[src/rtl/imm_pkg.sv]
// Shared immediate-table definitions for the encoder and the decoder.
// Holds widths, the FSM state type and the 16-entry table contents.
package imm_pkg;

   localparam int DATA_W = 8;
   localparam int CODE_W = 5;
   localparam int IDX_W  = 4;
   localparam int TBL_N  = 16;

   typedef enum logic [1:0] {
      IDLE,
      SCAN,
      DONE
   } state_t;

   // Entry order is index 0 first; must match the decoder exactly.
   localparam logic [DATA_W-1:0] IMM_TABLE [TBL_N] = '{
      8'h80, 8'h0F, 8'hEE, 8'h10,
      8'hEB, 8'h00, 8'h3D, 8'h00,
      8'h00, 8'h00, 8'h00, 8'h00,
      8'h00, 8'h00, 8'h00, 8'hFF
   };

endpackage

[src/rtl/imm_table_rom.sv]
// Combinational read port on the shared immediate table.
// Ports: idx (4-bit table index) -> value (8-bit table entry).
module imm_table_rom
   import imm_pkg::*;
(
   input  logic [IDX_W-1:0]  idx,
   output logic [DATA_W-1:0] value
);

   assign value = IMM_TABLE[idx];

endmodule

[src/rtl/immediate_encoder.sv]
// Encodes an 8-bit constant into the 5-bit immediate field, using the
// direct form (0-15) or a one-entry-per-cycle scan of the immediate table.
// Ports: Clk, Reset_n (async, active-low); in_valid/in_ready/in_value
// request side; out_valid/out_ready/out_code/out_miss result side.
module immediate_encoder
   import imm_pkg::*;
#(
   parameter bit PREFER_DIRECT = 1'b1
)(
   input  logic              Clk,
   input  logic              Reset_n,
   input  logic              in_valid,
   input  logic [DATA_W-1:0] in_value,
   output logic              in_ready,
   output logic              out_valid,
   output logic [CODE_W-1:0] out_code,
   output logic              out_miss,
   input  logic              out_ready
);

   state_t             state;
   logic [IDX_W-1:0]   idx;
   logic [DATA_W-1:0]  value;
   logic [DATA_W-1:0]  tbl;
   logic               in_small;
   logic               val_small;

   imm_table_rom u_rom (
      .idx   (idx),
      .value (tbl)
   );

   assign in_ready  = (state == IDLE);
   assign in_small  = (in_value[DATA_W-1:IDX_W] == '0);
   assign val_small = (value[DATA_W-1:IDX_W] == '0);

   always_ff @(posedge Clk or negedge Reset_n) begin
      if (!Reset_n) begin
         state     <= IDLE;
         idx       <= '0;
         value     <= '0;
         out_valid <= 1'b0;
         out_code  <= '0;
         out_miss  <= 1'b0;
      end else begin
         unique case (state)
            IDLE: begin
               if (in_valid) begin
                  value <= in_value;
                  if (PREFER_DIRECT && in_small) begin
                     out_code  <= {1'b0, in_value[IDX_W-1:0]};
                     out_miss  <= 1'b0;
                     out_valid <= 1'b1;
                     state     <= DONE;
                  end else begin
                     idx   <= '0;
                     state <= SCAN;
                  end
               end
            end
            SCAN: begin
               if (tbl == value) begin
                  out_code  <= {1'b1, idx};
                  out_miss  <= 1'b0;
                  out_valid <= 1'b1;
                  state     <= DONE;
               end else if (idx != '1) begin
                  idx <= idx + 1'b1;
               end else begin
                  // Table exhausted: direct form is the fallback.
                  if (val_small) begin
                     out_code <= {1'b0, value[IDX_W-1:0]};
                     out_miss <= 1'b0;
                  end else begin
                     out_code <= '0;
                     out_miss <= 1'b1;
                  end
                  out_valid <= 1'b1;
                  state     <= DONE;
               end
            end
            DONE: begin
               if (out_ready) begin
                  out_valid <= 1'b0;
                  state     <= IDLE;
               end
            end
            default: state <= IDLE;
         endcase
      end
   end

endmodule

[config.mk]
export PLATFORM = sky130hd
export DESIGN_NAME = immediate_encoder
export DESIGN_NICKNAME = d
export VERILOG_FILES = /design/src/rtl/imm_pkg.sv /design/src/rtl/imm_table_rom.sv /design/src/rtl/immediate_encoder.sv
export SDC_FILE = /design/constraint.sdc
export NUM_CORES = 1
export LEC_CHECK = 0
export ABC_AREA = 1
export CORE_MARGIN = 2
export CORE_UTILIZATION = 54
export CTS_BUF_LIST = sky130_fd_sc_hd__clkbuf_16
export CTS_CLUSTER_SIZE = 28
export DETAILED_ROUTE_END_ITERATION = 10
export PLACE_DENSITY = 0.79
export SETUP_SLACK_MARGIN = 0.3
export SLEW_MARGIN = 10
export SYNTH_ARGS = -nofsm -noshare
export SYNTH_HDL_FRONTEND = slang
export SYNTH_HIERARCHICAL = 1
export SYNTH_SLANG_ARGS = --single-unit
export TNS_END_PERCENT = 5
[constraint.sdc]
create_clock -name Clk -period 2.4 [get_ports Clk]
set_input_delay 0.24 -clock Clk [delete_from_list [all_inputs] [get_ports Clk]]
set_output_delay 0.24 -clock Clk [all_outputs]
set_load 0.02 [all_outputs]
==> flow_metrics.env, run 1 <==
export IMPL_grt_usage_pct=22.3
export IMPL_htreeDepth=1
export IMPL_dieWidth_um=55.3
export IMPL_min_period_over_period_pct=82.3
export IMPL_min_path_type="in2async"
export IMPL_num_vias=1463
export IMPL_die_area_mm2=0.00306
export IMPL_postCtsHoldBufs=0
export IMPL_finalWorstSetupSlack_ns=0.425
export IMPL_wl_met3_um=224
export IMPL_p_per_area_mw_per_mm2=1400
export IMPL_cpMostUsedCell="nand2_1"
export IMPL_clk_insertion_delay_late_ns=0.26
export IMPL_grt_ovfl_total=0
export IMPL_syn_area_mm2=0.00142
export IMPL_hold_ws_ns=0.327
export IMPL_fin_cells=270
export IMPL_m1WireLength_um=1510
export IMPL_drt_iter0_markers=53
export IMPL_clock_skew_final_ns=0.00415
export IMPL_area_growth_pct=28.5
export IMPL_cp_cell_sequence="inv_4 -> ha_2 -> nand2_2 -> nand2_1 -> nand2_1 -> nand2_1 -> inv_1 -> nand2_1 -> nand2_1 -> nand2_2 -> nor2_4 -> nand2_4 -> nand2_4 -> nand2_4 -> inv_4 -> nor2_1 -> nor2_1"
export IMPL_drtAntennaViolNets=0
export IMPL_max_slew_margin_rel_pct=66.2
export IMPL_synth_edff_count=0
export IMPL_maxSlewViolCount=0
export IMPL_cts_root_buf="clkbuf_16"
export IMPL_rsz0062_at_grt="no"
export IMPL_drive_gt1_share_pct=16.3
export IMPL_status="complete, no violations"
export IMPL_cts_sinks=21
export IMPL_slowest_delay_ns=0.45
export IMPL_p_leak_nw=0.977
export IMPL_die_height_um=55.3
export IMPL_async_flop_share_pct=100
export IMPL_synth_nets=229
export IMPL_finalSetupTns_ns=0
export IMPL_dp_slack_ns=0.245
export IMPL_dpl_cell_count=260
export IMPL_final_cell_area_mm2=0.00183
export IMPL_fin_util_pct=73.7
export IMPL_io_pins=20
export IMPL_grt_pass1_vias=1283
export IMPL_grt_max_degree=22
export IMPL_crit_arrival_ns=2.12
export IMPL_drc=0
export IMPL_setup_viol=0
export IMPL_dr_pass1_iters=4
export IMPL_portBuffers=19
export IMPL_worstSetupEndpointType="flop"
export IMPL_cpMaxStageDelayCell="dfrtp_2"
export IMPL_wirelength_um=3540
export IMPL_synth_area_per_cell_um2=6.70
export IMPL_clk_pin_slew_ns=0.06
export IMPL_start_util_pct=57.3
export IMPL_dp_hpwl_um=2460
export IMPL_cp_required_ns=2.54
export IMPL_max_freq_mhz=506
export IMPL_yosysWarnings=6
export IMPL_antenna_found_initial=0
export IMPL_synth_cells=212
export IMPL_met2_length_um=1700
export IMPL_p_total_mw=2.55
export IMPL_synthFlopType="dfrtp_1"
export IMPL_maxCapViolCount=0
export IMPL_antenna_cells=0
export IMPL_hold_violations=0
export IMPL_ir_drop_mv=0.887
export IMPL_place_congestion=0.827
export IMPL_critPathMaxFanout=8
export IMPL_worstSetupPathType="reg2reg"
export IMPL_cts_buffers=3
export IMPL_cp_start_kind="flop"
export IMPL_grt_pass1_wl_um=5500
export IMPL_routed_top_layer="met4"
export IMPL_wl_per_cell_um=13.1
export IMPL_via_per_inst=5.42
export IMPL_nNetsFinal=258
export IMPL_cts_tree="built"
export IMPL_place_area_mm2=0.00164
export IMPL_num_rows=18
export IMPL_min_period_ns=1.97
export IMPL_cts_max_path_buffers=2
export IMPL_core_area_mm2=0.00248
export IMPL_max_slew_worst_pin_slew_ns=0.506
export IMPL_ys_ff_latch=21
export IMPL_synth_cell_types=22
export IMPL_ys_seq_area_share_pct=37.0
## cells by family (layout without fill, tap and decap cells)
kind of cell	Yosys count	after routing	share of synthesized area (%)
flip-flops	21	21	37.0
adder cells (fa/ha/maj)	5	5	4.41
buffers and inverters	30	58	8.55
AO/OA/AOI/OAI	18	18	6.96
AND/OR/NAND/NOR	135	135	41.2
XOR/XNOR	3	3	1.85
## layer usage
metal | vias up | track usage, %
met5 | - | 0
met4 | 0 | 9.41
met3 | 15 | 5.15
met2 | 68 | 36.2
met1 | 659 | 28.5
li1 | 721 | -
## final cells by class
type | instances | area [um^2]
clock buffer | 3 | 75.1
clock inverter | 1 | 5.00
fill | 178 | 652
inverter | 28 | 110
multi-input combinational | 161 | 826
sequential | 21 | 529
tap | 30 | 37.5
timing repair buffer | 26 | 243
## cell usage after synthesis (2+ instances only)
cell	count	area (um^2)
a21oi_1	5	25.0
buf_4	2	15.0
dfrtp_1	21	526
ha_1	5	62.6
inv_1	25	93.8
inv_2	2	7.51
nand2_1	78	293
nand2_4	3	33.8
nand3_1	18	90.1
nand4_1	5	31.3
nor2_1	26	97.6
nor2_2	2	12.5
o21ai_0	9	45.0
xnor2_1	3	26.3
## what timing repair did
action	4_1_cts	5_1_grt
endpoints found under the setup margin	9	13
pin swaps	0	7
resized for setup	2	18
setup buffers	0	6
## flip-flops by register name, summed over array words and instances (netlist names)
signal,cells
idx,4
out_code,5
value,8
state,2
out_miss,1
out_valid,1
## worst max-delay path, delay by kind of cell (launching register included)
family	cells	cell delay (ns)
buffers and inverters	3	0.18
adders and majority gates	1	0.19
DFF	1	0.45
and+or+nand+nor	13	1.05
## worst paths after layout
check	from	end	slack (ns)	cells after the start
max	idx[0]$_DFFE_PN0P_	out_code[3]$_DFFE_PN0P_	0.43	17
min	Reset_n	value[6]$_DFFE_PN0P_	0.33	2
max reg2reg	idx[0]$_DFFE_PN0P_	out_code[3]$_DFFE_PN0P_	0.43	17
min reg2reg	out_valid$_DFFE_PN0P_	out_valid$_DFFE_PN0P_	0.48	2
max in group asynchronous	Reset_n	idx[2]$_DFFE_PN0P_	1.83	2
min in group Clk	out_valid$_DFFE_PN0P_	out_valid$_DFFE_PN0P_	0.48	2
## report_power, final
part           internal [mW]  switching [mW]
sequential             0.512           0.147
clock                  0.224           0.137
combinational          0.586           0.947
## cell usage in the layout (no fill, tap or decap), drive strengths merged
cell type / instances
a21oi: 6
buf: 7
clkbuf: 3
clkdlybuf4s50: 19
clkinv: 1
dfrtp: 21
ha: 5
inv: 28
nand2: 82
nand3: 19
nand4: 5
nor2: 29
o211ai: 1
o21ai: 10
o31ai: 1
xnor2: 3
No activity file was read; power rests on OpenSTA's default activity.
==> run 2: changes to the inputs <==
Settings changed: CORE_UTILIZATION 54 to 49, PLACE_DENSITY 0.79 to 0.76.
Clock period 2.4 ns to 1.7 ns, I/O delays scaled along.
==> run 2 against run 1 <==
Compared with the run above:
- the run now ends with negative setup slack left
- wire length is 6.9% lower
- global-route usage fell by 0.78 points
- critical path type unchanged
- critical path depth fell by 3
- combinational power grew 47%
- register-to-register slack got worse by 0.68 ns
- first-iteration DRC count increased by 34%
- die area is 9.5% higher
- sequential share of layout area shrank 1.4 points
- design area rose by 4.6%
- hold slack lost 0.073 ns
- flip-flop and latch count did not move
==> flow_metrics.env, run 2 (synthesis gave the netlist of run 1 again) <==
export IMPL_status="finished, violations left"
export IMPL_violations="negative setup slack"
export IMPL_nNetsFinal=265
export IMPL_clk_pin_slew_ns=0.06
export IMPL_ir_drop_mv=1.47
export IMPL_cp_start_kind="flop"
export IMPL_final_common_cell="nand2_1"
export IMPL_finalWorstSetupSlack_ns=-0.251
export IMPL_grt_max_degree=22
export IMPL_clock_skew_final_ns=0.00248
export IMPL_max_slew_margin_rel_pct=68.6
export IMPL_min_period_over_period_pct=115
export IMPL_die_height_um=57.8
export IMPL_cts_buffers=3
export IMPL_num_vias=1413
export IMPL_start_util_pct=51.5
export IMPL_path_buf_inv=2
export IMPL_place_congestion=0.896
export IMPL_rr_startpoint="idx[1]$_DFFE_PN0P_"
export IMPL_largest_reg_flops=8
export IMPL_dpl_cell_count=270
export IMPL_drive_gt1_share_pct=19.8
export IMPL_path_delay_family="simple AND/OR/NAND/NOR gates"
export IMPL_nFillCells=247
export IMPL_max_slew_worst_pin_slew_ns=0.470
export IMPL_cp_required_ns=1.86
export IMPL_postCtsHoldBufs=0
export IMPL_final_cell_mix="nand2_1, inv_1, nor2_1"
export IMPL_dp_hpwl_um=2380
export IMPL_grt_usage_pct=21.5
export IMPL_cts_max_path_buffers=2
export IMPL_antenna_found_initial=0
export IMPL_area_growth_pct=34.4
export IMPL_cts_root_buf="clkbuf_16"
export IMPL_wl_per_cell_um=11.8
export IMPL_worstSetupPathType="reg2reg"
export IMPL_reg_largest_list="value x8, out_code x5, idx x4"
export IMPL_place_area_mm2=0.00171
export IMPL_crit_arrival_ns=2.11
export IMPL_fin_cells=278
export IMPL_largest_register="value"
export IMPL_antenna_cells=0
export IMPL_hold_violations=0
export IMPL_grt_pass1_wl_um=5440
export IMPL_max_freq_mhz=513
export IMPL_core_area_mm2=0.00276
export IMPL_finalSetupTns_ns=-2.84
export IMPL_ff2ff_path_depth=14
export IMPL_grt_ovfl_total=0
export IMPL_slowest_delay_ns=0.41
export IMPL_setup_viol=13
export IMPL_min_path_type="in2async"
export IMPL_maxSlewViolCount=0
export IMPL_htreeDepth=1
export IMPL_fin_util_pct=69.2
export IMPL_die_area_mm2=0.00334
export IMPL_p_per_area_mw_per_mm2=1910
export IMPL_cpMaxStageDelayCell="dfrtp_1"
export IMPL_via_per_inst=5.08
export IMPL_rsz0062_at_grt="yes"
export IMPL_cts_sinks=21
export IMPL_dr_pass1_iters=5
export IMPL_drtAntennaViolNets=0
export IMPL_r2r_setup_slack_ns=-0.25
export IMPL_num_rows=19
export IMPL_p_leak_nw=1.09
export IMPL_drc=0
export IMPL_io_pins=20
export IMPL_portBuffers=19
export IMPL_worstSetupEndpointType="flop"
export IMPL_reg2reg_to="state[1]$_DFFE_PN0P_"
export IMPL_dieWidth_um=57.8
export IMPL_cts_tree="built"
export IMPL_cp_cell_sequence="inv_2 -> ha_4 -> nand2_2 -> nand2_1 -> nand2_1 -> nand2_1 -> xnor2_2 -> nand2_2 -> nor2_4 -> nand2_4 -> nand2_4 -> nand2_4 -> buf_4 -> o31ai_1"
export IMPL_clk_insertion_delay_late_ns=0.26
export IMPL_final_cell_area_mm2=0.00191
export IMPL_drt_iter0_markers=71
export IMPL_min_period_ns=1.95
export IMPL_grt_pass1_vias=1252
export IMPL_maxCapViolCount=0
export IMPL_critPathMaxFanout=7
export IMPL_hold_ws_ns=0.254
export IMPL_wirelength_um=3290
[run 2: cell types whose count changed in the layout (fill, tap and decap cells not counted), sizes merged]
cell	previous run	this run
clkdlybuf4s50	19	12
dlymetal6s2s	0	6
buf	7	14
dlygate4sd2	0	1
[run 2: how the worst max path moves through the flow]
stage                       startpoint                       to  slack (ns)  cells after the start
finish              idx[1]$_DFFE_PN0P_     state[1]$_DFFE_PN0P_       -0.25                     14
global route        idx[1]$_DFFE_PN0P_  out_code[2]$_DFFE_PN0P_       -0.43                     15
CTS                 idx[0]$_DFFE_PN0P_  out_code[2]$_DFFE_PN0P_       -0.25                     14
detailed placement  idx[1]$_DFFE_PN0P_  out_code[1]$_DFFE_PN0P_       -0.32                     14
global placement    idx[1]$_DFFE_PN0P_  out_code[1]$_DFFE_PN0P_       -0.28                     14
floorplan           idx[1]$_DFFE_PN0P_       idx[1]$_DFFE_PN0P_       -0.15                     14
[run 2: power breakdown]
| group | switching, mW | internal, mW | leakage [nW] |
|---|---|---|---|
| registers | 0.179 | 0.719 | 0.255 |
| clock network | 0.189 | 0.316 | 0.0409 |
| logic | 1.34 | 0.901 | 0.790 |
| total | 1.71 | 1.94 | 1.09 |
[run 2: layout make-up]
cell class	count	area [um^2]	area share, %
inverters	28	110	5.77
multi-input cells	161	841	44.0
well taps	31	38.8	2.03
clock inverters	1	5.00	0.262
clock buffers	3	75.1	3.93
repair buffers	33	313	16.4
flip-flops and latches	21	527	27.6
[run 2: through the flow]
| stage | setup WS, ns | total power [mW] |
|---|---|---|
| final | -0.251 | 3.65 |
| after global routing | -0.427 | 3.98 |
| after CTS | -0.252 | 3.55 |
| after detailed placement | -0.320 | 2.89 |
| after global placement | -0.284 | 2.86 |
| after floorplan | -0.146 | 2.29 |
[run 2: metal layers]
metal	up-vias	part of all wire [%]	track usage, %
met1	639	46	28.3
li1	733	-	-
met4	0	1.3	6.98
met5	-	0	0
met3	5	4.2	3.35
met2	36	48	36.4
[run 2: timing repair]
item                                    CTS  global route
resized for setup                        12            16
endpoints found under the setup margin   14            27
setup buffers                             4             0
pin swaps                                10             4
==> run 3: changes to the inputs <==
Settings changed: CORE_UTILIZATION 49 to 54, CTS_CLUSTER_SIZE 28 to 40, PLACE_DENSITY 0.76 to 0.79.
Clock period 1.7 ns to 2.2 ns, I/O delays scaled along.
==> run 3 against run 2 <==
Compared with the run above:
- clock power fell by 21%
- register-to-register slack improved by 0.36 ns
- combinational power fell by 16%
- the flow now finishes without violations
- first-iteration DRC count fell by 1.4%
- total power fell by 17%
- critical path depth rose by 1
- non-clock buffer count fell by 6
- worst setup slack improved by 0.36 ns
- wire length rose by 22%
==> flow_metrics.env, run 3 (synthesis gave the netlist of run 1 again) <==
export IMPL_status="complete, no violations"
export IMPL_grt_ovfl_total=0
export IMPL_num_vias=1478
export IMPL_cts_sinks=21
export IMPL_finalWorstSetupSlack_ns=0.110
export IMPL_drtAntennaViolNets=0
export IMPL_die_height_um=55.3
export IMPL_die_area_mm2=0.00306
export IMPL_min_period_over_period_pct=95.0
export IMPL_drive_gt1_share_pct=22.8
export IMPL_antenna_found_initial=0
export IMPL_slowest_delay_ns=0.42
export IMPL_drt_iter0_markers=70
export IMPL_place_congestion=0.834
export IMPL_clk_pin_slew_ns=0.06
export IMPL_setup_viol=0
export IMPL_hold_ws_ns=0.307
export IMPL_largest_register="value"
export IMPL_postCtsHoldBufs=0
export IMPL_cpMostUsedCell="nand2_1"
export IMPL_worstSetupEndpointType="flop"
export IMPL_maxCapViolCount=0
export IMPL_p_total_mw=3.03
export IMPL_dp_hpwl_um=2420
export IMPL_p_leak_nw=0.987
export IMPL_m1WireLength_um=1620
export IMPL_htreeDepth=1
export IMPL_min_path_type="in2async"
export IMPL_io_pins=20
export IMPL_cts_max_path_buffers=2
export IMPL_cp_required_ns=2.39
export IMPL_cp_cell_sequence="inv_2 -> ha_4 -> nand2_4 -> nand2_2 -> nand2_1 -> nand2_1 -> xnor2_1 -> nand2_1 -> nor2_4 -> nand2_4 -> nand2_8 -> nand2_8 -> inv_8 -> nor2_1 -> nor2_1"
export IMPL_crit_arrival_ns=2.28
export IMPL_rsz0062_at_grt="yes"
export IMPL_drc=0
export IMPL_max_slew_worst_pin_slew_ns=0.486
export IMPL_clock_skew_final_ns=0.00439
export IMPL_final_cell_mix="nand2_1, inv_1, nor2_1, dfrtp_1, clkdlybuf4s50_1"
export IMPL_cts_root_buf="clkbuf_16"
export IMPL_cts_buffers=3
export IMPL_num_rows=18
export IMPL_reg2reg_to="out_code[3]$_DFFE_PN0P_"
export IMPL_wl_met3_um=222
export IMPL_rr_startpoint="idx[0]$_DFFE_PN0P_"
export IMPL_core_area_mm2=0.00248
export IMPL_antenna_cells=0
export IMPL_min_period_ns=2.09
export IMPL_start_util_pct=57.3
export IMPL_routed_top_layer="met4"
export IMPL_via_per_inst=5.45
export IMPL_reg_largest_list="value x8, out_code x5, idx x4"
export IMPL_clk_insertion_delay_late_ns=0.26
export IMPL_dp_slack_ns=0.151
export IMPL_final_common_cell="nand2_1"
export IMPL_grt_usage_pct=24.3
export IMPL_cpMaxStageDelayCell="dfrtp_1"
export IMPL_area_growth_pct=35.4
export IMPL_nNetsFinal=259
export IMPL_dieWidth_um=55.3
export IMPL_max_freq_mhz=478
export IMPL_grt_max_degree=22
export IMPL_portBuffers=19
export IMPL_largest_reg_flops=8
export IMPL_p_per_area_mw_per_mm2=1580
export IMPL_grt_pass1_vias=1399
export IMPL_wl_per_cell_um=14.8
export IMPL_critPathMaxFanout=7
export IMPL_cp_start_kind="flop"
export IMPL_hold_violations=0
export IMPL_met2_length_um=2060
export IMPL_grt_pass1_wl_um=6030
export IMPL_maxSlewViolCount=0
export IMPL_ff2ff_path_depth=15
export IMPL_max_slew_margin_rel_pct=67.5
export IMPL_r2r_setup_slack_ns=0.11
export IMPL_crit_end="out_code[3]$_DFFE_PN0P_"
export IMPL_cts_tree="built"
export IMPL_startpoint="idx[0]$_DFFE_PN0P_"
export IMPL_ir_drop_mv=1.13
export IMPL_wirelength_um=4020
export IMPL_dr_pass1_iters=5
export IMPL_worstSetupPathType="reg2reg"
==> run 3: how the worst min path moves through the flow <==
stage                                from                     to  slack, ns  cells past startpoint
floorplan                         Reset_n     idx[0]$_DFFE_PN0P_      -0.08                      0
finish                            Reset_n   value[0]$_DFFE_PN0P_       0.31                      2
global route                      Reset_n   value[0]$_DFFE_PN0P_       0.34                      2
CTS                               Reset_n     idx[0]$_DFFE_PN0P_       0.32                      2
detailed placement  out_valid$_DFFE_PN0P_  out_valid$_DFFE_PN0P_       0.47                      2
global placement    out_valid$_DFFE_PN0P_  out_valid$_DFFE_PN0P_       0.48                      2
==> run 3: metal layers <==
layer | vias to the layer above | global-route usage, %
met5 | - | 0
met4 | 0 | 8.71
met3 | 17 | 3.28
met2 | 63 | 42.7
met1 | 678 | 30.2
li1 | 720 | -
==> run 3: through the flow <==
step	utilization (%)	instance area, um^2	instances	setup TNS (ns)
2_1_floorplan	-	1420	212	0
3_3_place_gp	66.5	1650	261	0
3_5_place_dp	66.5	1650	261	0
4_1_cts	73.3	1820	270	0
5_1_grt	77.6	1920	271	-0.0129
6_report	77.6	1920	271	0
==> run 3: area by class of cell <==
class | count | area, um^2
sequential | 21 | 528
timing repair buffer | 27 | 254
clock inverter | 1 | 5.00
tap | 30 | 37.5
multi-input combinational | 161 | 911
inverter | 28 | 113
fill | 161 | 554
clock buffer | 3 | 75.1
==> run 3: timing repair <==
action,in CTS,in global routing
pin swaps,13,13
resized for setup,14,29
setup endpoints to repair,13,13
setup buffers,5,1
==> run 3: power by group <==
part | switching (mW) | total [mW] | internal, mW | leakage, nW
clock | 0.153 | 0.397 | 0.245 | 0.0409
combinational | 1.16 | 1.90 | 0.737 | 0.693
sequential | 0.173 | 0.731 | 0.557 | 0.253
==> run 3: critical path, delay by kind of cell (launching register included) <==
family        cells  cell delay, ns
xor+xnor          1            0.13
fa+ha+maj         1            0.28
buf+inv           2            0.19
flops             1            0.42
simple gates     11            0.98
